--- src/rtl/adc_pkg.sv ---
// rtl/adc_pkg.sv - shared constants, state encoding and helpers for the ADC conversion sequencer
package adc_pkg;

  localparam int RESULT_W     = 16;
  localparam int AVG_LOG2_MAX = 4;
  localparam int ACC_W        = RESULT_W + AVG_LOG2_MAX;
  localparam int CNT_W        = AVG_LOG2_MAX + 1;
  localparam int TIMER_W      = 16;

  localparam logic [TIMER_W-1:0] TIMEOUT_CYC = 16'd1023;

  typedef enum logic [2:0] {
    ST_IDLE,
    ST_START,
    ST_WAIT,
    ST_OUTPUT,
    ST_GAP
  } seq_state_t;

  function automatic logic [2:0] clamp_avg_log2(input logic [2:0] n);
    return (n > 3'(AVG_LOG2_MAX)) ? 3'(AVG_LOG2_MAX) : n;
  endfunction

  // Index of the final sample in a burst of 2^n conversions.
  function automatic logic [CNT_W-1:0] burst_last(input logic [2:0] n);
    logic [CNT_W-1:0] one;
    one = 1;
    return (one << n) - one;
  endfunction

endpackage

--- src/rtl/adc_conv_sequencer_if.sv ---
// rtl/adc_conv_sequencer_if.sv - averaged-result valid/ready handshake toward the readout side
interface adc_conv_sequencer_if;
  import adc_pkg::*;

  logic [RESULT_W-1:0] avg_result_out;
  logic                avg_valid_out;
  logic                avg_ready_in;

  modport master (
    output avg_result_out,
    output avg_valid_out,
    input  avg_ready_in
  );

  modport slave (
    input  avg_result_out,
    input  avg_valid_out,
    output avg_ready_in
  );

endinterface

--- src/rtl/adc_seq_timer.sv ---
// rtl/adc_seq_timer.sv - clearable up-counter with terminal compare, shared by WAIT timeout and GAP interval
module adc_seq_timer
  import adc_pkg::*;
(
  input  logic               clk_vcm,
  input  logic               rst_n,
  input  logic               clr,
  input  logic               inc,
  input  logic [TIMER_W-1:0] term,
  output logic               hit
);

  logic [TIMER_W-1:0] count;

  always_ff @(posedge clk_vcm or negedge rst_n) begin
    if (!rst_n) begin
      count <= '0;
    end else if (clr) begin
      count <= '0;
    end else if (inc) begin
      count <= count + 1'b1;
    end
  end

  assign hit = (count == term);

endmodule

--- src/rtl/adc_conv_sequencer.sv ---
// rtl/adc_conv_sequencer.sv - issues ADC start pulses, averages 2^N results per burst, hands the mean out
module adc_conv_sequencer
  import adc_pkg::*;
(
  input  logic                clk_vcm,
  input  logic                rst_n,
  input  logic                enable_in,
  input  logic                single_shot_in,
  input  logic [2:0]          avg_log2_in,
  input  logic [15:0]         interval_in,
  output logic                start_conversion_out,
  input  logic [RESULT_W-1:0] adc_result_in,
  input  logic                adc_finished_in,
  output logic                busy_out,
  output logic                timeout_err_out,
  input  logic                err_clr_in,
  adc_conv_sequencer_if.master avg_if
);

  seq_state_t         state;
  logic               finished_q;
  logic               fin_evt;
  logic [2:0]         n_q;
  logic [ACC_W-1:0]   acc;
  logic [ACC_W-1:0]   acc_sum;
  logic [CNT_W-1:0]   cnt;
  logic [TIMER_W-1:0] gap_term;
  logic               handshake;
  logic               tmr_clr;
  logic               tmr_inc;
  logic               tmr_hit;
  logic [TIMER_W-1:0] tmr_term;

  assign fin_evt   = adc_finished_in & ~finished_q;
  assign acc_sum   = acc + ACC_W'(adc_result_in);
  assign handshake = avg_if.avg_valid_out & avg_if.avg_ready_in;

  // The timer restarts on every start pulse and again on the handshake that enters GAP.
  assign tmr_clr  = (state == ST_START) || ((state == ST_OUTPUT) && handshake);
  assign tmr_inc  = (state == ST_WAIT) || (state == ST_GAP);
  assign tmr_term = (state == ST_GAP) ? gap_term : TIMEOUT_CYC;

  adc_seq_timer u_timer (
    .clk_vcm (clk_vcm),
    .rst_n   (rst_n),
    .clr     (tmr_clr),
    .inc     (tmr_inc),
    .term    (tmr_term),
    .hit     (tmr_hit)
  );

  always_ff @(posedge clk_vcm or negedge rst_n) begin
    if (!rst_n) begin
      state                 <= ST_IDLE;
      finished_q            <= 1'b0;
      n_q                   <= '0;
      acc                   <= '0;
      cnt                   <= '0;
      gap_term              <= '0;
      start_conversion_out  <= 1'b0;
      busy_out              <= 1'b0;
      timeout_err_out       <= 1'b0;
      avg_if.avg_result_out <= '0;
      avg_if.avg_valid_out  <= 1'b0;
    end else begin
      finished_q           <= adc_finished_in;
      start_conversion_out <= 1'b0;
      if (err_clr_in) begin
        timeout_err_out <= 1'b0;
      end
      unique case (state)
        ST_IDLE: begin
          if (enable_in || single_shot_in) begin
            n_q                  <= clamp_avg_log2(avg_log2_in);
            acc                  <= '0;
            cnt                  <= '0;
            start_conversion_out <= 1'b1;
            busy_out             <= 1'b1;
            state                <= ST_START;
          end
        end
        ST_START: begin
          state <= ST_WAIT;
        end
        ST_WAIT: begin
          if (fin_evt) begin
            acc <= acc_sum;
            cnt <= cnt + 1'b1;
            if (cnt == burst_last(n_q)) begin
              avg_if.avg_result_out <= RESULT_W'(acc_sum >> n_q);
              avg_if.avg_valid_out  <= 1'b1;
              state                 <= ST_OUTPUT;
            end else begin
              start_conversion_out <= 1'b1;
              state                <= ST_START;
            end
          end else if (tmr_hit) begin
            // Placed after the clear so a coincident new timeout keeps the flag set.
            timeout_err_out <= 1'b1;
            busy_out        <= 1'b0;
            state           <= ST_IDLE;
          end
        end
        ST_OUTPUT: begin
          if (handshake) begin
            avg_if.avg_valid_out <= 1'b0;
            gap_term <= (interval_in == '0) ? '0 : interval_in - 1'b1;
            if (enable_in) begin
              state <= ST_GAP;
            end else begin
              busy_out <= 1'b0;
              state    <= ST_IDLE;
            end
          end
        end
        ST_GAP: begin
          if (!enable_in) begin
            busy_out <= 1'b0;
            state    <= ST_IDLE;
          end else if (tmr_hit) begin
            acc                  <= '0;
            cnt                  <= '0;
            start_conversion_out <= 1'b1;
            state                <= ST_START;
          end
        end
        default: begin
          busy_out <= 1'b0;
          state    <= ST_IDLE;
        end
      endcase
    end
  end

endmodule
--- src/flat_wrapper.sv ---
// flat-port wrapper written by rule: the top's interface ports become plain ports
module adc_conv_sequencer_flat import adc_pkg::*;
  (clk_vcm, rst_n, enable_in, single_shot_in, avg_log2_in, interval_in, start_conversion_out, adc_result_in, adc_finished_in, busy_out, timeout_err_out, err_clr_in, avg_if_avg_result_out, avg_if_avg_valid_out, avg_if_avg_ready_in);
  adc_conv_sequencer_if avg_if_i ();
  input  logic clk_vcm;
  input  logic rst_n;
  input  logic enable_in;
  input  logic single_shot_in;
  input  logic [2:0] avg_log2_in;
  input  logic [15:0] interval_in;
  output logic start_conversion_out;
  input  logic [RESULT_W-1:0] adc_result_in;
  input  logic adc_finished_in;
  output logic busy_out;
  output logic timeout_err_out;
  input  logic err_clr_in;
  output wire logic [$bits(avg_if_i.avg_result_out)-1:0] avg_if_avg_result_out;
  output wire logic [$bits(avg_if_i.avg_valid_out)-1:0] avg_if_avg_valid_out;
  input wire logic [$bits(avg_if_i.avg_ready_in)-1:0] avg_if_avg_ready_in;
  assign avg_if_avg_result_out = avg_if_i.avg_result_out;
  assign avg_if_avg_valid_out = avg_if_i.avg_valid_out;
  assign avg_if_i.avg_ready_in = avg_if_avg_ready_in;
  adc_conv_sequencer u_core (.clk_vcm(clk_vcm), .rst_n(rst_n), .enable_in(enable_in), .single_shot_in(single_shot_in), .avg_log2_in(avg_log2_in), .interval_in(interval_in), .start_conversion_out(start_conversion_out), .adc_result_in(adc_result_in), .adc_finished_in(adc_finished_in), .busy_out(busy_out), .timeout_err_out(timeout_err_out), .err_clr_in(err_clr_in), .avg_if(avg_if_i));
endmodule
--- config.mk ---
export PLATFORM = sky130hd
export DESIGN_NAME = adc_conv_sequencer_flat
export DESIGN_NICKNAME = d
export VERILOG_FILES = /design/src/rtl/adc_pkg.sv /design/src/rtl/adc_conv_sequencer_if.sv /design/src/rtl/adc_seq_timer.sv /design/src/rtl/adc_conv_sequencer.sv /design/src/flat_wrapper.sv
export SDC_FILE = /design/constraint.sdc
export NUM_CORES = 1
export LEC_CHECK = 0
export CORE_MARGIN = 2
export CORE_UTILIZATION = 30
export DETAILED_ROUTE_END_ITERATION = 12
export SKIP_LAST_GASP = 1
export SLEW_MARGIN = 10
export SYNTH_ARGS = -nofsm -noshare
export SYNTH_HDL_FRONTEND = slang
export SYNTH_SLANG_ARGS = --single-unit
--- constraint.sdc ---
create_clock -name clk_vcm -period 5.01 [get_ports clk_vcm]
set_input_delay 0.7515 -clock clk_vcm [delete_from_list [all_inputs] [get_ports clk_vcm]]
set_output_delay 0.7515 -clock clk_vcm [all_outputs]
set_load 0.01 [all_outputs]
# ---- Word level (Yosys, flattened, before mapping)
# Index checks and enable logic that the tools add are counted.
dict set report op_classes {
  mux 44
  n_mul 0
  n_eq_ne 16
  add_sub_neg 5
  div_mod_pow 0
  n_reduce_logical 16
  shift 2
  bitwise_logic 4
  magnitude_cmp 1
}
# op count
set op_table {}
lappend op_table {{2-to-1 mux 20 bit} 4}
lappend op_table {{2-to-1 mux 16 bit} 4}
lappend op_table {{one-hot mux 20 bit (3 select lines)} 1}
lappend op_table {{2-to-1 mux 3 bit} 8}
lappend op_table {{adder 20 x 16 -> 20 bit} 1}
lappend op_table {{2-to-1 mux 5 bit} 4}
lappend op_table {{>> shifter 20 x 3 -> 16 bit} 1}
lappend op_table {{2-to-1 mux 1 bit} 17}
lappend op_table {{adder 16 x 1 -> 16 bit (second input constant)} 1}
lappend op_table {{equality test 16 bit} 1}
lappend op_table {{logical NOT 16 bit} 1}
lappend op_table {{subtractor 16 x 1 -> 16 bit (second input constant)} 1}
lappend op_table {{one-hot mux 3 bit (5 select lines)} 1}
lappend op_table {{one-hot mux 5 bit (3 select lines)} 1}
lappend op_table {{!= test 2 x 1 -> 1 bit (second input constant)} 5}
lappend op_table {{AND reduction 5 bit} 2}
lappend op_table {{AND reduction 4 bit} 2}
lappend op_table {{equality test 3 x 2 -> 1 bit (second input constant)} 2}
lappend op_table {{!= test 2 bit (second input constant)} 3}
lappend op_table {{adder 5 x 1 -> 5 bit (second input constant)} 1}
lappend op_table {{equality test 5 bit} 1}
lappend op_table {{one-hot mux 1 bit (5 select lines)} 1}
lappend op_table {{<< shifter 1 x 3 -> 5 bit (first input constant)} 1}
lappend op_table {{subtractor 5 x 1 -> 5 bit (second input constant)} 1}
lappend op_table {{17 further kinds} 23}
dict set report word_totals {
  reg_bits 84
  latchBits 0
  ram_bits 0
  out_inout_bits 20
  rom_bits 0
  mem_count 0
  input_bits 42
}

# ---- Longest topological paths before layout
# Gate-level depths: netlist (run 1).
dict set report logic_depth {
  word_depth 6
  depth_mapped 14
}

# ---- Modules after synthesis
# A second synthesis (run 1) with hierarchy kept.
dict set report hier_totals {
  hier_cells 664
  hier_area_um2 5824.3
}
# module seq_area_each_um2 area_each_um2 cells_per_inst instances
set modules_own_cells {}
lappend modules_own_cells {adc_conv_sequencer 1701.6 4854.7 560 1}
lappend modules_own_cells {adc_seq_timer 400.4 969.7 104 1}

# ---- Worst setup path before layout (run 1)
# No wires, ideal clock.
dict set report synth_path {
  path_type {register to register}
  from {register u_core.n_q[0]}
  to {register u_core.avg_if.avg_result_out[0]}
  required_ps 4915
  setup_ps 95
  path_slack_ps 1866
  path_stages_with_launch 14
  arrival_ps 3048
  synth_period_minus_slack_ps 3144
  path_buffers 5
  path_cell_list {dfrtp_1 clkbuf_1 clkbuf_1 buf_1 nand2_1 ha_1 and2_0 o21ai_0 nand3_1 a2111o_1 or2_1 clkbuf_1 buf_2 o31ai_1}
}
dict set report synth_between {
  elab_chain_len 4
  elab_cells_between_ends 5
}
# element line
set synth_lines {}
lappend synth_lines {{from (decl)} adc_conv_sequencer.sv:23} ;# logic [2:0] n_q;
lappend synth_lines {{from (signal assigned)} adc_conv_sequencer.sv:74} ;# n_q <= clamp_avg_log2(avg_log2_in);
lappend synth_lines {{<< shifter 1 x 3 -> 5 bit} adc_pkg.sv:28} ;# return (one << n) - one;
lappend synth_lines {{subtractor 5 x 1 -> 5 bit} adc_pkg.sv:28}
lappend synth_lines {{equality test 5 bit} adc_conv_sequencer.sv:89} ;# if (cnt == burst_last(n_q)) begin
lappend synth_lines {{AND reduction 3 bit (no line)} -}
lappend synth_lines {{to (signal assigned)} adc_conv_sequencer.sv:90} ;# avg_if.avg_result_out <= RESULT_W'(acc_sum >> n_q);
lappend synth_lines {{to (decl)} adc_conv_sequencer_if.sv:10} ;# output avg_result_out,
# Several ways; a longest one is shown, not always the timed one.
# A chain may end at the register's enable or synchronous reset.

# ---- Worst setup path in the final report (run 1)
dict set report layout_path {
  from {register u_core.n_q[2]}
  to {register u_core.avg_if.avg_result_out[14]}
}
# Same word-level chain as after synthesis.

==> insert_results.sql, run 1 <==
INSERT INTO impl_metrics (metric_group, metric, value, unit) VALUES
('worst_setup_path', 'cp_top_family', 'simple AND/OR/NAND/NOR gates', ''),
('min_path', 'hold_path_class', 'in -> async', ''),
('clock_network', 'clock_buffer_count_from_cts', '9', ''),
('die', 'floorplan.initialDensity', '30.6', '%'),
('placement', 'dp_cells', '931', ''),
('global_routing', 'grt_most_used_layer', 'met2', ''),
('detailed_routing', 'antenna_left', '0', ''),
('sta', 'skew', '0.0109', 'ns'),
('finish', 'finish.net_count', '771', ''),
('sta', 'grt_setup_unrepaired', 'false', ''),
('clock_network', 'root_buffer_master', 'sky130_fd_sc_hd__clkbuf_16', ''),
('logic_synthesis', 'synth_edf_count', '0', ''),
('power', 'combPwrFrac', '50.3', '%'),
('sta', 'max-slew-margin-rel', '38.2', '%'),
('worst_setup_path', 'critPathCaptureType', 'flip-flop', ''),
('power', 'finalPower', '3.69', 'mW'),
('flow_run', 'timing.max_cap.violations', '0', ''),
('worst_setup_path', 'critPathMaxFanout', '21', ''),
('clock_network', 'cts_setup_buffers', '0', ''),
('clock_network', 'cts_num_sinks', '84', ''),
('detailed_routing', 'wl_per_cell', '15.7', 'um'),
('detailed_routing', 'first_iter_violations', '434', ''),
('power', 'switchingPower', '1.58', 'mW'),
('clock_network', 'h-tree-depth', '3', ''),
('worst_setup_path', 'cpMaxStageDelayCell', 'sky130_fd_sc_hd__dfrtp_1', ''),
('finish', 'fillerInstances', '1900', ''),
('power', 'netSwitchingFraction', '42.9', '%'),
('power', 'vdd_ir_drop_max', '0.175', 'mV'),
('global_routing', 'grt_pass1_vias', '4725', ''),
('outcome', 'outcome', 'finished, final reports clean', ''),
('sta', 'period_minus_slack', '3.70', 'ns'),
('global_routing', 'met3_usage_in_global_routing', '2.83', '%'),
('sta', 'hold_violations', '0', ''),
('detailed_routing', 'drc_errors', '0', ''),
('logic_synthesis', 'synth_async_sr_flop_share', '100', '%'),
('power', 'power.density_cell_area', '540', 'nW/um^2'),
('die', 'floorplan.die.width', '142', 'um'),
('logic_synthesis', 'syn-instance-count', '660', ''),
('sta', 'totalNegativeSetupSlack', '0', 'ns'),
('sta', 'post-route-period-util', '73.8', '%'),
('sta', 'maxSlewViolCount', '0', ''),
('logic_synthesis', 'synth_warnings', '0', ''),
('sta', 'setup_viol_count_final', '0', ''),
('worst_setup_path', 'critical_path_required_time', '5.28', 'ns'),
('die', 'rows', '50', ''),
('worst_setup_path', 'timing_worst_setup_path_type', 'reg -> reg', ''),
('finish', 'share_of_final_layout_standard_cells_stronger_than_drive_strength_1', '6.46', '%'),
('clock_network', 'postCtsHoldBufs', '0', ''),
('die', 'die_y', '142', 'um'),
('worst_setup_path', 'setup.worst_path.start_class', 'flip-flop', ''),
('placement', 'io_buffer_count', '61', ''),
('global_routing', 'groute.layer.met1.usage', '21.2', '%'),
('die', 'die_area', '20200', 'um^2'),
('sta', 'worstMarginPinSlew', '0.927', 'ns'),
('die', 'design.portCount', '62', ''),
('die', 'core-area', '18700', 'um^2'),
('clock_network', 'clockBufferDepth', '2', ''),
('worst_setup_path', 'timing.critical_path.buf_inv', '1', ''),
('global_routing', 'overflow_left_after_global_routing', '0', ''),
('logic_synthesis', 'synth.distinct_cells', '66', ''),
('logic_synthesis', 'ys_seq_area_share', '36.7', '%'),
('logic_synthesis', 'postSynthNetCount', '723', ''),
('worst_setup_path', 'critPathMostFrequentCell', 'sky130_fd_sc_hd__o211ai_1', ''),
('global_routing', 'global_route.usage.met2', '24.0', '%'),
('clock_network', 'clk_transition_reported_paths', '0.07', 'ns'),
('global_routing', 'largest_net_degree_at_the_start_of_global_routing', '54', ''),
('placement', 'finalWeightedCongestion', '0.873', ''),
('worst_setup_path', 'timing.critical_path.slowest_cell_delay', '0.80', 'ns'),
('detailed_routing', 'drtPass1Iterations', '5', ''),
('power', 'power.internal', '2.11', 'mW'),
('global_routing', 'grt_first_pass_wirelength', '24600', 'um');
## cells by family after synthesis
kind of cell | Yosys count | synth area share [%]
AOI/OAI and AO/OA | 197 | 22.8
xor gates and xnor gates | 51 | 7.79
adders and majority gates | 21 | 4.71
buffers and inverters | 54 | 4.06
DFF | 84 | 36.7
muxes | 15 | 4.19
and+or+nand+nor | 238 | 19.8
## registers in the layout, indices dropped and copies added (netlist names)
signal                        count
u_core.busy_out                   1
u_core.gap_term                  16
u_core.acc                       20
u_core.start_conversion_out       1
u_core.state                      3
u_core.n_q                        3
u_core.avg_if.avg_valid_out       1
u_core.finished_q                 1
u_core.cnt                        5
u_core.avg_if.avg_result_out     16
u_core.timeout_err_out            1
u_core.u_timer.count             16
## power by group through the flow
stage | sequential [mW] | clock (mW) | combinational, mW
finish | 1.16 | 0.674 | 1.86
global route | 1.20 | 0.710 | 2.08
CTS | 1.16 | 0.688 | 1.86
detailed placement | 1.17 | 0 | 1.85
global placement | 1.17 | 0 | 1.84
floorplan | 1.07 | 0 | 1.39
## area by class of cell
type / instances / area, um^2 / share of cell area, %
Sequential cell: 84 / 2100 / 30.7
Clock inverter: 6 / 65.1 / 0.951
Timing Repair Buffer: 68 / 661 / 9.66
Clock buffer: 9 / 225 / 3.29
Inverter: 23 / 86.3 / 1.26
Tap cell: 234 / 293 / 4.28
Multi-Input combinational cell: 522 / 3410 / 49.8
## metrics by stage
| step | utilization, % | worst slack [ns] | area (um^2) | hold slack, ns |
|---|---|---|---|---|
| 6_report | 36.6 | 1.31 | 6840 | 0.431 |
| 5_1_grt | 36.6 | 0.965 | 6840 | 0.504 |
| 4_1_cts | 36.6 | 1.31 | 6840 | 0.475 |
| 3_5_place_dp | 35.0 | 1.15 | 6550 | 0.472 |
| 3_3_place_gp | 35.0 | 1.25 | 6550 | 0.462 |
| 2_1_floorplan | - | 1.87 | 5730 | 0.454 |
## per-layer routing
| metal | wire length [um] | vias up | share of wire (%) |
|---|---|---|---|
| met5 | 0 | - | 0 |
| met1 | 7200 | 2376 | 48 |
| met2 | 6740 | 133 | 45 |
| met4 | 243 | 0 | 1.6 |
| met3 | 690 | 19 | 4.6 |
| li1 | - | 2514 | - |
## Yosys cell counts (5+ instances only)
cell type,instances,area [um^2]
sky130_fd_sc_hd__dfrtp_1,84,2100
sky130_fd_sc_hd__nand2_1,76,285
sky130_fd_sc_hd__nor2_1,64,240
sky130_fd_sc_hd__a21oi_1,47,235
sky130_fd_sc_hd__o21ai_0,44,220
sky130_fd_sc_hd__xnor2_1,33,289
sky130_fd_sc_hd__inv_1,21,78.8
sky130_fd_sc_hd__clkbuf_1,20,75.1
sky130_fd_sc_hd__ha_1,20,250
sky130_fd_sc_hd__nand3_1,20,100
sky130_fd_sc_hd__xor2_1,18,158
sky130_fd_sc_hd__nor3_1,16,80.1
sky130_fd_sc_hd__a22o_1,15,131
sky130_fd_sc_hd__a31oi_1,10,62.6
sky130_fd_sc_hd__nand4_1,9,56.3
sky130_fd_sc_hd__o211ai_1,9,67.6
sky130_fd_sc_hd__or3_1,9,56.3
sky130_fd_sc_hd__a211oi_1,8,60.1
sky130_fd_sc_hd__a21o_1,8,60.1
sky130_fd_sc_hd__o22ai_1,8,50.1
sky130_fd_sc_hd__mux4_2,7,158
sky130_fd_sc_hd__and2_1,6,37.5
sky130_fd_sc_hd__buf_2,6,30.0
sky130_fd_sc_hd__mux2i_1,6,60.1
sky130_fd_sc_hd__o21ai_1,6,30.0
sky130_fd_sc_hd__o31a_1,6,52.6
sky130_fd_sc_hd__o32ai_1,6,52.6
sky130_fd_sc_hd__or4_1,5,37.5
## placed cells by master, fill, tap and decap left out, types with 9 or more instances in the layout
master,Yosys,final
sky130_fd_sc_hd__dfrtp_1,84,84
sky130_fd_sc_hd__nand2_1,76,76
sky130_fd_sc_hd__nor2_1,64,64
sky130_fd_sc_hd__clkdlybuf4s50_1,0,60
sky130_fd_sc_hd__a21oi_1,47,46
sky130_fd_sc_hd__o21ai_0,44,44
sky130_fd_sc_hd__xnor2_1,33,33
sky130_fd_sc_hd__inv_1,21,21
sky130_fd_sc_hd__nand3_1,20,20
sky130_fd_sc_hd__ha_1,20,20
sky130_fd_sc_hd__xor2_1,18,18
sky130_fd_sc_hd__nor3_1,16,15
sky130_fd_sc_hd__a22o_1,15,15
sky130_fd_sc_hd__a31oi_1,10,10
sky130_fd_sc_hd__o211ai_1,9,9
sky130_fd_sc_hd__or3_1,9,9
sky130_fd_sc_hd__nand4_1,9,9
sky130_fd_sc_hd__clkbuf_16,0,9
## final timing paths
| kind | start | endpoint | slack (ns) | depth (start not counted) |
|---|---|---|---|---|
| hold reg to reg | u_core.avg_if.avg_result_out[7] | u_core.avg_if.avg_result_out[7] | 0.48 | 2 |
| min in group clk_vcm | u_core.avg_if.avg_result_out[7] | u_core.avg_if.avg_result_out[7] | 0.48 | 2 |
| max in group asynchronous | rst_n | u_core.acc[19] | 3.65 | 2 |
| setup / recovery | u_core.n_q[2] | u_core.avg_if.avg_result_out[14] | 1.31 | 11 |
| hold / removal | rst_n | u_core.acc[9] | 0.43 | 1 |
| setup reg to reg | u_core.n_q[2] | u_core.avg_if.avg_result_out[14] | 1.31 | 11 |
Note: power is estimated with default switching activity, not from simulation.
==> run 2: changes to the inputs <==
Clock period 5.01 ns to 3.5 ns, I/O delays scaled along.
==> insert_results.sql, run 2 (synthesized netlist as in run 1, its figures left out) <==
INSERT INTO impl_metrics (metric_group, metric, value, unit) VALUES
('sta', 'holdWs', '0.212', 'ns'),
('worst_setup_path', 'r2r.worst_path.cells', '8', ''),
('placement', 'finalWeightedCongestion', '0.817', ''),
('min_path', 'hold_path_class', 'in -> async', ''),
('power', 'netSwitchingFraction', '43.0', '%'),
('die', 'die_y', '142', 'um'),
('worst_setup_path', 'critical_path_required_time', '3.73', 'ns'),
('clock_network', 'cts_resized', '0', ''),
('clock_network', 'clock_buffer_count_from_cts', '9', ''),
('power', 'vdd_ir_drop_max', '0.246', 'mV'),
('die', 'design.portCount', '62', ''),
('die', 'floorplan.initialDensity', '30.6', '%'),
('detailed_routing', 'via_count', '5147', ''),
('sta', 'post-route-period-util', '90.4', '%'),
('outcome', 'outcome', 'finished, final reports clean', ''),
('die', 'rows', '50', ''),
('clock_network', 'clock_tree_from_tritoncts', 'yes', ''),
('detailed_routing', 'wl_per_cell', '15.7', 'um'),
('worst_setup_path', 'worstPathArrival', '3.40', 'ns'),
('worst_setup_path', 'worst_setup_startpoint', 'adc_result_in[0]', ''),
('clock_network', 'clockBufferDepth', '2', ''),
('worst_setup_path', 'crit-reg2reg-launch', 'u_core.state[2]', ''),
('worst_setup_path', 'critPathMaxFanout', '4', ''),
('flow_run', 'timing.max_cap.violations', '0', ''),
('power', 'switchingPower', '2.31', 'mW'),
('worst_setup_path', 'cpMaxStageDelayCell', 'sky130_fd_sc_hd__or4_1', ''),
('global_routing', 'overflow_left_after_global_routing', '0', ''),
('detailed_routing', 'drtPass1Iterations', '4', ''),
('worst_setup_path', 'timing_worst_setup_path_type', 'in -> reg', ''),
('placement', 'io_buffer_count', '61', ''),
('sta', 'max_freq', '0.316', 'GHz'),
('worst_setup_path', 'cp_top_family', 'compound AO/OA/AOI/OAI gates', ''),
('detailed_routing', 'drt_wl_total', '15300', 'um'),
('sta', 'hold_violations', '0', ''),
('worst_setup_path', 'path_depth', '12', ''),
('worst_setup_path', 'crit-reg2reg-capture', 'u_core.cnt[3]', ''),
('sta', 'max-slew-margin-rel', '52.6', '%'),
('global_routing', 'largest_net_degree_at_the_start_of_global_routing', '53', ''),
('finish', 'largest_register_ff_count', '20', ''),
('finish', 'final_cell_mix', 'sky130_fd_sc_hd__dfrtp_1, sky130_fd_sc_hd__nand2_1, sky130_fd_sc_hd__nor2_1', ''),
('worst_setup_path', 'critical_path_destination', 'u_core.avg_if.avg_result_out[11]', ''),
('finish', 'biggest_register', 'u_core.acc', ''),
('global_routing', 'grt_pass1_vias', '4929', ''),
('placement', 'dp_worst_setup_slack', '-0.0175', 'ns'),
('power', 'seqPwrFrac', '29.1', '%'),
('detailed_routing', 'drc_errors', '0', ''),
('finish', 'share_of_final_layout_standard_cells_stronger_than_drive_strength_1', '9.25', '%'),
('clock_network', 'clock_latency', '0.35', 'ns'),
('finish', 'diodes', '0', ''),
('worst_setup_path', 'crit_chain', 'clkdlybuf4s50_1 > ha_1 > inv_1 > fa_1 > nor2b_1 > o2111ai_1 > a211oi_1 > or4_1 > xnor2_1 > mux2i_1 > a221oi_1 > o21ai_1', ''),
('sta', 'period_minus_slack', '3.16', 'ns'),
('power', 'power.internal', '3.06', 'mW'),
('die', 'die_area', '20200', 'um^2'),
('power', 'leakagePower', '2.88', 'nW'),
('worst_setup_path', 'setup.reg_to_reg.worst_slack', '0.46', 'ns'),
('clock_network', 'postCtsHoldBufs', '0', ''),
('finish', 'finish.net_count', '793', ''),
('sta', 'final_critical_path_setup_slack', '0.336', 'ns'),
('clock_network', 'h-tree-depth', '3', ''),
('worst_setup_path', 'setup.worst_path.start_class', 'primary input', ''),
('worst_setup_path', 'timing.critical_path.buf_inv', '2', ''),
('power', 'power.density_cell_area', '768', 'nW/um^2'),
('die', 'floorplan.die.width', '142', 'um'),
('power', 'clkPwrFrac', '17.3', '%'),
('die', 'core-area', '18700', 'um^2'),
('clock_network', 'clk_transition_reported_paths', '0.07', 'ns'),
('finish', 'mostFrequentLayoutCell', 'sky130_fd_sc_hd__dfrtp_1', ''),
('global_routing', 'grt_first_pass_wirelength', '25500', 'um'),
('placement', 'detailed_place_hpwl', '11500', 'um'),
('detailed_routing', 'viasPerCell', '5.31', ''),
('sta', 'setup_viol_count_final', '0', ''),
('finish', 'synthToLayoutAreaGrowth', '22.0', '%'),
('clock_network', 'root_buffer_master', 'sky130_fd_sc_hd__clkbuf_16', ''),
('sta', 'grt_setup_unrepaired', 'false', ''),
('detailed_routing', 'first_iter_violations', '303', ''),
('clock_network', 'cts_num_sinks', '84', ''),
('sta', 'skew', '0.0127', 'ns'),
('worst_setup_path', 'critPathCaptureType', 'flip-flop', ''),
('power', 'combPwrFrac', '53.6', '%'),
('sta', 'worstMarginPinSlew', '0.711', 'ns'),
('global_routing', 'grt_util_all_layers', '15.7', '%'),
('clock_network', 'cts_setup_buffers', '0', ''),
('sta', 'totalNegativeSetupSlack', '0', 'ns'),
('detailed_routing', 'antenna_left', '0', ''),
('worst_setup_path', 'timing.critical_path.slowest_cell_delay', '0.56', 'ns'),
('sta', 'maxSlewViolCount', '0', ''),
('global_routing', 'antenna_found_initial', '0', '');
-- run 2: power by group through the flow --
stage	registers, mW	clock network [mW]	logic [mW]
after floorplan	1.53	0	1.99
final	1.56	0.928	2.88
after global routing	1.62	0.987	3.19
after global placement	1.58	0	2.84
after CTS	1.57	0.952	2.88
after detailed placement	1.58	0	2.87
-- run 2: layer usage --
metal  vias to the layer above  part of all wire [%]  track usage, %
met5                         -                     0               0
met1                      2460                    48            21.0
li1                       2560                     -               -
met2                       112                    46            25.7
met4                         0                   1.5            5.53
met3                        15                   4.1            2.79
-- run 2: worst min path at each step --
stage                               startpoint                              end
2_1_floorplan                            rst_n                    u_core.acc[0]
3_3_place_gp   u_core.avg_if.avg_result_out[7]  u_core.avg_if.avg_result_out[7]
3_5_place_dp   u_core.avg_if.avg_result_out[7]  u_core.avg_if.avg_result_out[7]
4_1_cts                                  rst_n                   u_core.acc[10]
5_1_grt                                  rst_n                   u_core.acc[10]
6_report                                 rst_n                    u_core.acc[9]
-- run 2: cell type report --
class | count | area, um^2
sequential | 84 | 2100
timing repair buffer | 90 | 826
multi-input combinational | 522 | 3410
tap | 234 | 293
clock inverter | 6 | 50.0
fill | 1888 | 11700
inverter | 23 | 86.3
clock buffer | 10 | 229
-- run 2: per-stage QoR --
step | util, % | total power, mW | instances | area, um^2
floorplan | - | 3.52 | 660 | 5730
detailed placement | 35.9 | 4.45 | 953 | 6710
global placement | 35.9 | 4.42 | 953 | 6710
finish | 37.4 | 5.37 | 969 | 6990
global route | 37.4 | 5.80 | 969 | 6990
CTS | 37.4 | 5.39 | 969 | 6990
-- run 2: worst register-to-register path: stages, from the launching register on --
cell                        delay [ns]
sky130_fd_sc_hd__dfrtp_1          0.49
sky130_fd_sc_hd__or3b_1           0.69
sky130_fd_sc_hd__a2111oi_1        0.43
sky130_fd_sc_hd__a21oi_1          0.15
sky130_fd_sc_hd__nor4_2           0.35
sky130_fd_sc_hd__a21oi_2          0.10
sky130_fd_sc_hd__buf_4            0.23
sky130_fd_sc_hd__or3_1            0.38
sky130_fd_sc_hd__a21oi_1          0.15
